### src/rtl/mem_arbiter.sv
// Round-robin arbiter sharing one line-wide memory port between I-cache fills
// and D-cache fills/write-backs. Every output is driven straight from a flop.
module mem_arbiter #(
  parameter int ADDR_W = 28,
  parameter int DATA_W = 128
) (
  input  logic              clk,
  input  logic              rst_n,
  input  logic              i_read,
  input  logic [ADDR_W-1:0] i_addr,
  output logic [DATA_W-1:0] i_rdata,
  output logic              i_ready,
  input  logic              d_read,
  input  logic              d_write,
  input  logic [ADDR_W-1:0] d_addr,
  input  logic [DATA_W-1:0] d_wdata,
  output logic [DATA_W-1:0] d_rdata,
  output logic              d_ready,
  output logic              mem_read,
  output logic              mem_write,
  output logic [ADDR_W-1:0] mem_addr,
  output logic [DATA_W-1:0] mem_wdata,
  input  logic [DATA_W-1:0] mem_rdata,
  input  logic              mem_ready
);

  typedef enum logic [1:0] {IDLE, I_BUSY, D_BUSY, DONE} state_t;

  typedef struct packed {
    logic              rd;
    logic              wr;
    logic [ADDR_W-1:0] addr;
    logic [DATA_W-1:0] wdata;
  } mem_req_t;

  state_t            state_q, state_d;
  logic              last_d_q, last_d_d;   // 1: D owned the most recent grant
  mem_req_t          req_q, req_d;
  logic              i_ready_q, i_ready_d;
  logic              d_ready_q, d_ready_d;
  logic [DATA_W-1:0] i_rdata_q, i_rdata_d;
  logic [DATA_W-1:0] d_rdata_q, d_rdata_d;

  logic i_req, d_req, grant_d;

  assign i_req   = i_read;
  assign d_req   = d_read | d_write;
  // On a tie, the side that did not win last time gets the port.
  assign grant_d = d_req & (~i_req | ~last_d_q);

  always_comb begin
    state_d   = state_q;
    last_d_d  = last_d_q;
    req_d     = req_q;
    i_ready_d = 1'b0;
    d_ready_d = 1'b0;
    i_rdata_d = i_rdata_q;
    d_rdata_d = d_rdata_q;
    unique case (state_q)
      IDLE: begin
        if (grant_d) begin
          state_d    = D_BUSY;
          last_d_d   = 1'b1;
          req_d.addr = d_addr;
          // A simultaneous read+write from D is treated as a write.
          if (d_write) begin
            req_d.wr    = 1'b1;
            req_d.wdata = d_wdata;
          end else begin
            req_d.rd    = 1'b1;
          end
        end else if (i_req) begin
          state_d    = I_BUSY;
          last_d_d   = 1'b0;
          req_d.rd   = 1'b1;
          req_d.addr = i_addr;
        end
      end
      I_BUSY: begin
        if (mem_ready) begin
          state_d   = DONE;
          req_d.rd  = 1'b0;
          i_ready_d = 1'b1;
          i_rdata_d = mem_rdata;
        end
      end
      D_BUSY: begin
        if (mem_ready) begin
          state_d   = DONE;
          req_d.rd  = 1'b0;
          req_d.wr  = 1'b0;
          d_ready_d = 1'b1;
          if (req_q.rd) d_rdata_d = mem_rdata;
        end
      end
      DONE:    state_d = IDLE;
      default: state_d = IDLE;
    endcase
  end

  always_ff @(posedge clk or negedge rst_n) begin
    if (!rst_n) begin
      state_q   <= IDLE;
      last_d_q  <= 1'b1;
      req_q     <= '0;
      i_ready_q <= 1'b0;
      d_ready_q <= 1'b0;
      i_rdata_q <= '0;
      d_rdata_q <= '0;
    end else begin
      state_q   <= state_d;
      last_d_q  <= last_d_d;
      req_q     <= req_d;
      i_ready_q <= i_ready_d;
      d_ready_q <= d_ready_d;
      i_rdata_q <= i_rdata_d;
      d_rdata_q <= d_rdata_d;
    end
  end

  assign mem_read  = req_q.rd;
  assign mem_write = req_q.wr;
  assign mem_addr  = req_q.addr;
  assign mem_wdata = req_q.wdata;
  assign i_ready   = i_ready_q;
  assign d_ready   = d_ready_q;
  assign i_rdata   = i_rdata_q;
  assign d_rdata   = d_rdata_q;

endmodule

### config.mk
export PLATFORM = sky130hd
export DESIGN_NAME = mem_arbiter
export DESIGN_NICKNAME = d
export VERILOG_FILES = /design/src/rtl/mem_arbiter.sv
export SDC_FILE = /design/constraint.sdc
export NUM_CORES = 1
export LEC_CHECK = 0
export BUFFER_PORTS_ARGS = -buffer_cell sky130_fd_sc_hd__buf_4
export CAP_MARGIN = 20
export CORE_AREA = 2 2 286 288
export DETAILED_ROUTE_END_ITERATION = 16
export DIE_AREA = 0 0 288 290
export HOLD_SLACK_MARGIN = 0.08
export MAX_ROUTING_LAYER = met4
export PLACE_DENSITY = 0.53
export SLEW_MARGIN = 40
export SYNTH_ARGS = -nofsm -noshare
export SYNTH_HDL_FRONTEND = slang
export SYNTH_SLANG_ARGS = --single-unit
export TNS_END_PERCENT = 30
### constraint.sdc
create_clock -name clk -period 1.85 [get_ports clk]
set_clock_uncertainty 0.1 [all_clocks]
set_input_delay 0.0925 -clock clk [delete_from_list [all_inputs] [get_ports clk]]
set_output_delay 0.0925 -clock clk [all_outputs]
set_load 0.01 [all_outputs]
==> results of run 1 <==
-- metal layers --
layer | routed length, µm | up-vias | track usage (%)
met5 | 0 | - | -
met4 | 1730 | 0 | 4.64
li1 | - | 5684 | -
met2 | 28400 | 500 | 23.2
met3 | 4000 | 101 | 3.59
met1 | 20400 | 6089 | 13.8
-- final timing paths --
path                                 endpoint  slack [ns]
worst max-delay path            mem_wdata[59]        0.08
worst min-delay path              d_rdata[15]        0.18
worst max register to register  mem_wdata[59]        0.08
worst min register to register   mem_addr[18]        0.38
max in group asynchronous       mem_wdata[25]        0.31
min in group asynchronous         d_rdata[74]        0.50
-- cells in the final DEF, fill, tap and decap left out, drive strengths merged, types with 2 or more instances in the layout --
master,n
mux2,384
buf,805
o2bb2ai,2
mux2i,30
bufinv,6
inv,7
ha,4
clkinvlp,4
o21ai,29
nor2,3
and2,2
clkinv,4
nand2,36
dfrtp,418
a21oi,3
clkbuf,74
dlygate4sd3,318
-- cells by family (layout without fill, tap and decap cells) --
logic type               after synthesis  count (layout)
adder cells (fa/ha/maj)                4               4
flip-flops                           419             419
buffers and inverters                 58            1218
other                                  0               1
AO/OA/AOI/OAI                         36              36
AND/OR/NAND/NOR                       46              46
multiplexers                         414             414
-- registers in the layout, summed over array words and instances (netlist names) --
signal and cells:
last_d_q 1, i_ready 1, mem_wdata 128, state_q 2, mem_write 1, d_ready 1
mem_addr 28, mem_read 1, d_rdata 128, i_rdata 128
-- through the flow --
step	std cells	setup slack, ns
floorplan	977	0.0948
CTS	3191	-0.0144
global route	3198	-0.00812
detailed placement	2786	-0.0710
global placement	2786	-0.0838
finish	3198	0.0769
-- critical path, delay by kind of cell (launching register included) --
kind	cells	cell delay (ns)
buffers and inverters	2	0.41
AND/OR/NAND/NOR	2	0.21
multiplexers	1	0.32
flip-flops	1	0.57
-- what timing repair did --
item | in CTS | in global routing
hold buffers | 317 | 1
hold endpoints to repair | 837 | 2
pin swaps | 1 | 2
setup buffers | 2 | 2
endpoints found under the setup margin | 89 | 227
resized for setup | 2 | 10
cloned | 0 | 3
-- layout make-up --
class | count | share of cell area (%)
Tap cell | 1060 | 4.56
Timing Repair Buffer | 1126 | 33.2
Inverter | 6 | 0.0775
Multi-Input combinational cell | 500 | 20.4
Clock inverter | 15 | 0.861
Antenna cell | 1 | 0.00861
Sequential cell | 419 | 36.1
Clock buffer | 71 | 4.77
-- power by group --
part	leakage [nW]	internal (mW)	switching (mW)	total [mW]
clock network	0.787	6.01	3.83	9.84
registers	4.99	13.9	2.91	16.8
logic	8.42	13.1	8.57	21.7
total	14.2	33.1	15.3	48.4
==> impl_metrics.json, run 1 <==
{
  "drv_slew": 0,
  "worstPathCellList": "nand2_1, nand3_4, buf_12, buf_12, mux2_4",
  "via_per_inst": 3.87,
  "grt_usage_pct": 13.1,
  "timing.rr.start": "last_d_q",
  "fin_nets": 2422,
  "synth_top_area_share_pct": 61.9,
  "clock_sinks": 419,
  "crit_slowest_cell": "dfstp_2",
  "crit_start": "last_d_q",
  "ys_ff_latch": 419,
  "detail-route-antenna-nets": 0,
  "final_util_pct": 36.3,
  "io_buffers": 733,
  "synth_edf_count": 0,
  "vias": 12374,
  "path_common_cell": "buf_12",
  "yosysSeqAreaShare_pct": 62.0,
  "synth_top_family_by_area": "multiplexers",
  "clock.fmax_mhz": 564,
  "seq_area_um2": 10500,
  "maxCapViolCount": 0,
  "worst_pin_slew_ns": 0.607,
  "cp_data_arrival_time_ns": 2.13,
  "dpl_cell_area_um2": 24000,
  "htreeDepth": 2,
  "numCtsBuffers": 47,
  "yosys-top-cells-area": "dfrtp_1 62%, mux2_4 18%, mux2_2 12%, mux2i_1 1.8%, buf_6 1.7%",
  "end_kind": "register",
  "hold_depth": 3,
  "die_area_um2": 83500,
  "synth_fa_ha_area_share_pct": 0.296,
  "netlist_area_um2": 16900,
  "r2r_cells": 5,
  "insertion_delay_ns": 0.56,
  "cp_slowest_stage_delay_ns": 0.57,
  "path_class": "register to register",
  "clk_pin_slew_ns": 0.06,
  "total_power_mw": 48.4,
  "drive_above_1_share_pct": 60.1,
  "wl_per_cell_um": 17.1,
  "areaGrowthSynthToFinish_pct": 71.9,
  "cts_tree": "done",
  "dr.pass1.iters": 4,
  "clk_path_buf_depth": 3,
  "max_slew_margin_pct": 59.5,
  "start_util_pct": 21.1,
  "die_y_um": 290,
  "grt-ovfl-total": 0,
  "wl_um": 54500,
  "cp_max_fo": 20,
  "rsz0062_at_grt": "yes",
  "place_congestion": 0.829,
  "p_per_area_nw_per_um2": 1660,
  "yosysTopAreaCell": "dfrtp_1",
  "std_cell_rows": 104,
  "worstHoldStart": "mem_rdata[15]",
  "outcome": "finished, final reports clean",
  "yosys_warnings": 0,
  "grt_pass1_wl_um": 82700,
  "syn_inst": 977,
  "synthMostInstantiatedCell": "dfrtp_1",
  "die_w_um": 288,
  "setup_tns_ns": 0,
  "hp-class": "input port to register",
  "root_buffer": "clkbuf_16",
  "holdWs_ns": 0.183,
  "nFillCells": 7683,
  "multiInputGateArea_um2": 5940,
  "setup_viol": 0,
  "period_share_pct": 95.8,
  "grt_max_degree": 58,
  "io_pins": 734,
  "grt_pass1_vias": 14033,
  "drt_iter0_markers": 301,
  "cp.required_ns": 2.20,
  "synth_flop_cell": "dfrtp_1",
  "hold_viol_final": 0,
  "muxShareOfSynthArea_pct": 31.9,
  "final_cell_area_um2": 29100,
  "syn_avg_cell_area_um2": 17.3,
  "synthTopCellsByCount": "418 x dfrtp_1, 203 x mux2_4, 174 x mux2_2",
  "synthSimpleGateAreaFrac_pct": 1.19,
  "leakagePower_nw": 14.2,
  "hpwl_um": 40000,
  "fin_crit_ns": 1.77,
  "async_flop_share_pct": 100,
  "start_kind": "register",
  "antenna_found_initial": 1,
  "synthXorXnorAreaFrac_pct": 0,
  "ir_drop_uv": 1010,
  "synth-compound-area-share_pct": 1.48,
  "syn_nets": 1299,
  "core_um2": 80200,
  "yosys.cell_types.count": 33,
  "drc": 0
}
Power figures use the tool's default switching activity.
==> run 2: changes to the inputs <==
--- a/config.mk
+++ b/config.mk
@@ -12,7 +12,8 @@
 export DIE_AREA = 0 0 288 290
 export HOLD_SLACK_MARGIN = 0.08
 export MAX_ROUTING_LAYER = met4
-export PLACE_DENSITY = 0.53
+export PLACE_DENSITY = 0.42
+export SETUP_SLACK_MARGIN = 0.1
 export SLEW_MARGIN = 40
 export SYNTH_ARGS = -nofsm -noshare
 export SYNTH_HDL_FRONTEND = slang
==> impl_metrics.json, run 2 (synthesis results as in run 1) <==
{
  "outcome": "finished, final reports clean",
  "grt-ovfl-total": 0,
  "areaGrowthSynthToFinish_pct": 78.1,
  "die_y_um": 290,
  "detail-route-antenna-nets": 0,
  "setup_viol": 0,
  "antenna_found_initial": 0,
  "layout_commonest_cell": "buf_4",
  "grt_pass1_vias": 14082,
  "grt_pass1_wl_um": 88400,
  "use_met2_pct": 25.3,
  "final_util_pct": 37.6,
  "cp.required_ns": 2.21,
  "pre_cts_ws_ns": -0.0937,
  "drive_above_1_share_pct": 60.9,
  "dr.pass1.iters": 4,
  "period_share_pct": 99.7,
  "insertion_delay_ns": 0.57,
  "start_util_pct": 21.1,
  "antenna_cells": 0,
  "drc": 0,
  "total_power_mw": 50.6,
  "crit_start": "state_q[1]",
  "io_pins": 734,
  "via_per_inst": 3.91,
  "holdWs_ns": 0.179,
  "r2r_cells": 6,
  "hp-class": "input port to register",
  "die_w_um": 288,
  "cp_max_fo": 6,
  "grt-busiest-layer": "met2",
  "clk_pin_slew_ns": 0.06,
  "drt_iter0_markers": 350,
  "clk_path_buf_depth": 3,
  "hpwl_um": 42900,
  "fin_crit_ns": 1.84,
  "cp_data_arrival_time_ns": 2.20,
  "path_class": "register to register",
  "worst_pin_slew_ns": 0.544,
  "maxCapViolCount": 0,
  "die_area_um2": 83500,
  "numCtsBuffers": 51,
  "ff2ff_setup_slack_ns": 0.006,
  "use_met1_pct": 15.1,
  "drv_slew": 0,
  "use_met3_pct": 4.20,
  "max_slew_margin_pct": 63.7,
  "wl_um": 61500,
  "nFillCells": 7751,
  "final_cell_mix": "769 x buf_4, 417 x dfrtp_1, 318 x dlygate4sd3_1",
  "start_kind": "register",
  "clock.fmax_mhz": 542,
  "timing.rr.start": "state_q[1]",
  "leakagePower_nw": 14.9,
  "io_buffers": 733,
  "grt_usage_pct": 14.3,
  "vias": 12613,
  "end_kind": "register",
  "fin_nets": 2451,
  "r2r-end": "d_rdata[127]",
  "cts_tree": "done",
  "hold_viol_final": 0,
  "place_congestion": 0.793,
  "htreeDepth": 2,
  "std_cell_rows": 104,
  "p_per_area_nw_per_um2": 1680,
  "core_um2": 80200,
  "grt_max_degree": 64,
  "ir_drop_uv": 912,
  "root_buffer": "clkbuf_16",
  "worstSetupEndpoint": "d_rdata[127]",
  "worstHoldStart": "d_wdata[20]",
  "rsz0062_at_grt": "yes",
  "clock_sinks": 419,
  "setup_slack_ns": 0.00571,
  "wl_per_cell_um": 19.1
}
-- run 2: changes by cell type in the layout (fill, tap and decap cells not counted), moves of 4 or more --
cell,change
buf_4,-4
buf_12,+9
mux2_2,-97
mux2_4,+100
clkbuf_16,+10
buf_16,+6
-- run 2: stage by stage --
step	cells	cell area (µm²)	setup TNS, ns
after floorplan	977	16900	0
after global placement	2782	24100	-4.81
after detailed placement	2782	24100	-4.23
after CTS	3216	29500	-0.836
after global routing	3226	30100	-8.38
final	3226	30100	0
-- run 2: layer usage --
| metal | wire (µm) | vias to the layer above | share of wire, % |
|---|---|---|---|
| met5 | 0 | - | 0 |
| met2 | 31900 | 485 | 52 |
| met3 | 4630 | 108 | 7.5 |
| li1 | - | 5756 | - |
| met4 | 1870 | 0 | 3.0 |
| met1 | 23100 | 6264 | 38 |
-- run 2: final cells by class --
class                           instances  area [µm²]  area share, %
Clock buffer                           78        1540           5.11
Clock inverter                         12         148          0.490
Inverter                                6        22.5         0.0748
Multi-Input combinational cell        501        6360           21.1
Sequential cell                       419       10500           34.8
Tap cell                             1060        1330           4.40
Timing Repair Buffer                 1150       10200           34.0
-- run 2: timing repair --
action	in CTS	in global routing
resized for setup	31	107
buffers inserted	20	2
endpoints found under the hold margin	838	0
endpoints found under the setup margin	298	388
gates cloned	7	9
pin swaps	3	2
hold buffers	318	0
-- run 2: power by group --
part	switching [mW]	internal, mW
registers	2.93	13.9
clock network	3.95	6.11
logic	9.22	14.4
-- run 2: worst min path at each step --
stage                    end  cells after the start  slack (ns)
3_5_place_dp     i_rdata[62]                      1       -0.02
3_3_place_gp     i_rdata[62]                      1       -0.02
6_report       mem_wdata[20]                      3        0.18
5_1_grt        mem_wdata[78]                      3        0.15
2_1_floorplan     d_rdata[0]                      0       -0.30
4_1_cts        mem_wdata[25]                      3        0.13
-- run 2: critical path, cell delays in order, from the launching register on --
cell and delay, ns:
dfrtp_1 0.43, ha_4 0.18, and2_4 0.16, nand2_8 0.11, buf_12 0.14, bufbuf_16 0.27
mux2_2 0.33
==> run 3: changes to the inputs <==
--- a/config.mk
+++ b/config.mk
@@ -13,7 +13,7 @@
 export HOLD_SLACK_MARGIN = 0.08
 export MAX_ROUTING_LAYER = met4
 export PLACE_DENSITY = 0.42
-export SETUP_SLACK_MARGIN = 0.1
+export SETUP_SLACK_MARGIN = 0.3
 export SLEW_MARGIN = 40
 export SYNTH_ARGS = -nofsm -noshare
 export SYNTH_HDL_FRONTEND = slang
==> impl_metrics.json, run 3 (synthesis results as in run 1) <==
{
  "grt_pass1_wl_um": 90600,
  "grt_pass1_vias": 14243,
  "io_buffers": 733,
  "antenna_found_initial": 1,
  "grt-ovfl-total": 0,
  "grt_max_degree": 63,
  "fin_crit_ns": 1.84,
  "dpl.cell_count": 2796,
  "grt_usage_pct": 14.6,
  "core_um2": 80200,
  "insertion_delay_ns": 0.58,
  "wl_per_cell_um": 19.5,
  "start_util_pct": 21.1,
  "ir_drop_uv": 762,
  "numCtsBuffers": 50,
  "std_cell_rows": 104,
  "drv_slew": 0,
  "layout_commonest_cell": "buf_4",
  "ff2ff_setup_slack_ns": 0.01,
  "hold_viol_final": 0,
  "cp_data_arrival_time_ns": 2.21,
  "die_area_um2": 83500,
  "clock.fmax_mhz": 543,
  "maxCapViolCount": 0,
  "total_power_mw": 50.8,
  "vias": 12546,
  "via_per_inst": 3.88,
  "clk_path_buf_depth": 3,
  "outcome": "finished, final reports clean",
  "fin_nets": 2459,
  "setup_viol": 0,
  "leakagePower_nw": 14.7,
  "setup_slack_ns": 0.00963,
  "htreeDepth": 2,
  "drive_above_1_share_pct": 63.4,
  "start_kind": "register",
  "dr.pass1.iters": 4,
  "areaGrowthSynthToFinish_pct": 78.2,
  "hpwl_um": 45400,
  "detail-route-antenna-nets": 0,
  "hp-class": "input port to register",
  "holdWs_ns": 0.178,
  "drt_iter0_markers": 277,
  "wl_um": 63100,
  "seq_area_um2": 10500,
  "rsz0062_at_grt": "yes",
  "period_share_pct": 99.5,
  "io_pins": 734,
  "pre_cts_ws_ns": -0.000147,
  "path_class": "register to register",
  "clk_pin_slew_ns": 0.06,
  "drc": 0,
  "nFillCells": 7724,
  "stdcell_count": 3236,
  "final_cell_mix": "783 x buf_4, 418 x dfrtp_1, 318 x dlygate4sd3_1",
  "final_util_pct": 37.6,
  "die_y_um": 290,
  "worst_pin_slew_ns": 0.512,
  "max_slew_margin_pct": 65.8,
  "cp_max_fo": 8,
  "multiInputGateArea_um2": 6490,
  "end_kind": "register",
  "p_per_area_nw_per_um2": 1690,
  "place_congestion": 0.785,
  "die_w_um": 288,
  "cp.required_ns": 2.22,
  "clock_sinks": 419,
  "root_buffer": "clkbuf_16",
  "cts_tree": "done"
}
[run 3: final cells by class]
cell class / count / share of cell area, %
sequential: 419 / 34.8
timing repair buffer: 1160 / 33.6
multi-input combinational: 500 / 21.5
clock buffer: 73 / 4.84
tap: 1060 / 4.40
clock inverter: 17 / 0.718
inverter: 6 / 0.0747
antenna: 1 / 0.00830
[run 3: through the flow]
stage                      TNS [ns]  instance area, µm²
final                             0               30100
after CTS                         0               29200
after global routing          -1.82               30100
after detailed placement  -0.000147               24100
after floorplan                   0               17100
after global placement            0               24100
[run 3: routing by layer]
layer	up-vias	track usage, %	share of wire [%]
li1	5775	-	-
met1	6281	15.6	38
met2	374	26.2	53
met3	116	2.85	5.2
met4	0	6.00	3.6
met5	-	-	0
[run 3: critical path, cell delays in order (launching register included)]
cell and delay, ns:
dfrtp_1 0.42, buf_6 0.14, ha_4 0.14, and2_4 0.15, nand2_8 0.11, buf_12 0.17
clkbuf_16 0.18, mux2_4 0.29
[run 3: worst paths after layout]
kind,end,cells past startpoint,startpoint
max reg2reg,d_rdata[86],7,state_q[1]
max in group asynchronous,mem_wdata[81],4,rst_n
min reg2reg,mem_addr[3],2,mem_addr[3]
max,d_rdata[86],7,state_q[1]
min in group asynchronous,d_rdata[108],3,rst_n
min,mem_wdata[111],3,d_wdata[111]
[run 3: power breakdown]
part | internal [mW] | switching [mW] | total, mW
Combinational | 14.3 | 9.62 | 23.9
Clock | 6.02 | 3.99 | 10.0
Sequential | 13.9 | 2.95 | 16.9
Total | 34.2 | 16.6 | 50.8
[run 3: timing repair]
action | CTS | global route
resized for setup | 8 | 182
cloned | 2 | 8
endpoints found under the hold margin | 837 | 0
hold buffers | 318 | 0
pin swaps | 1 | 43
endpoints found under the setup margin | 414 | 503
setup buffers | 8 | 13
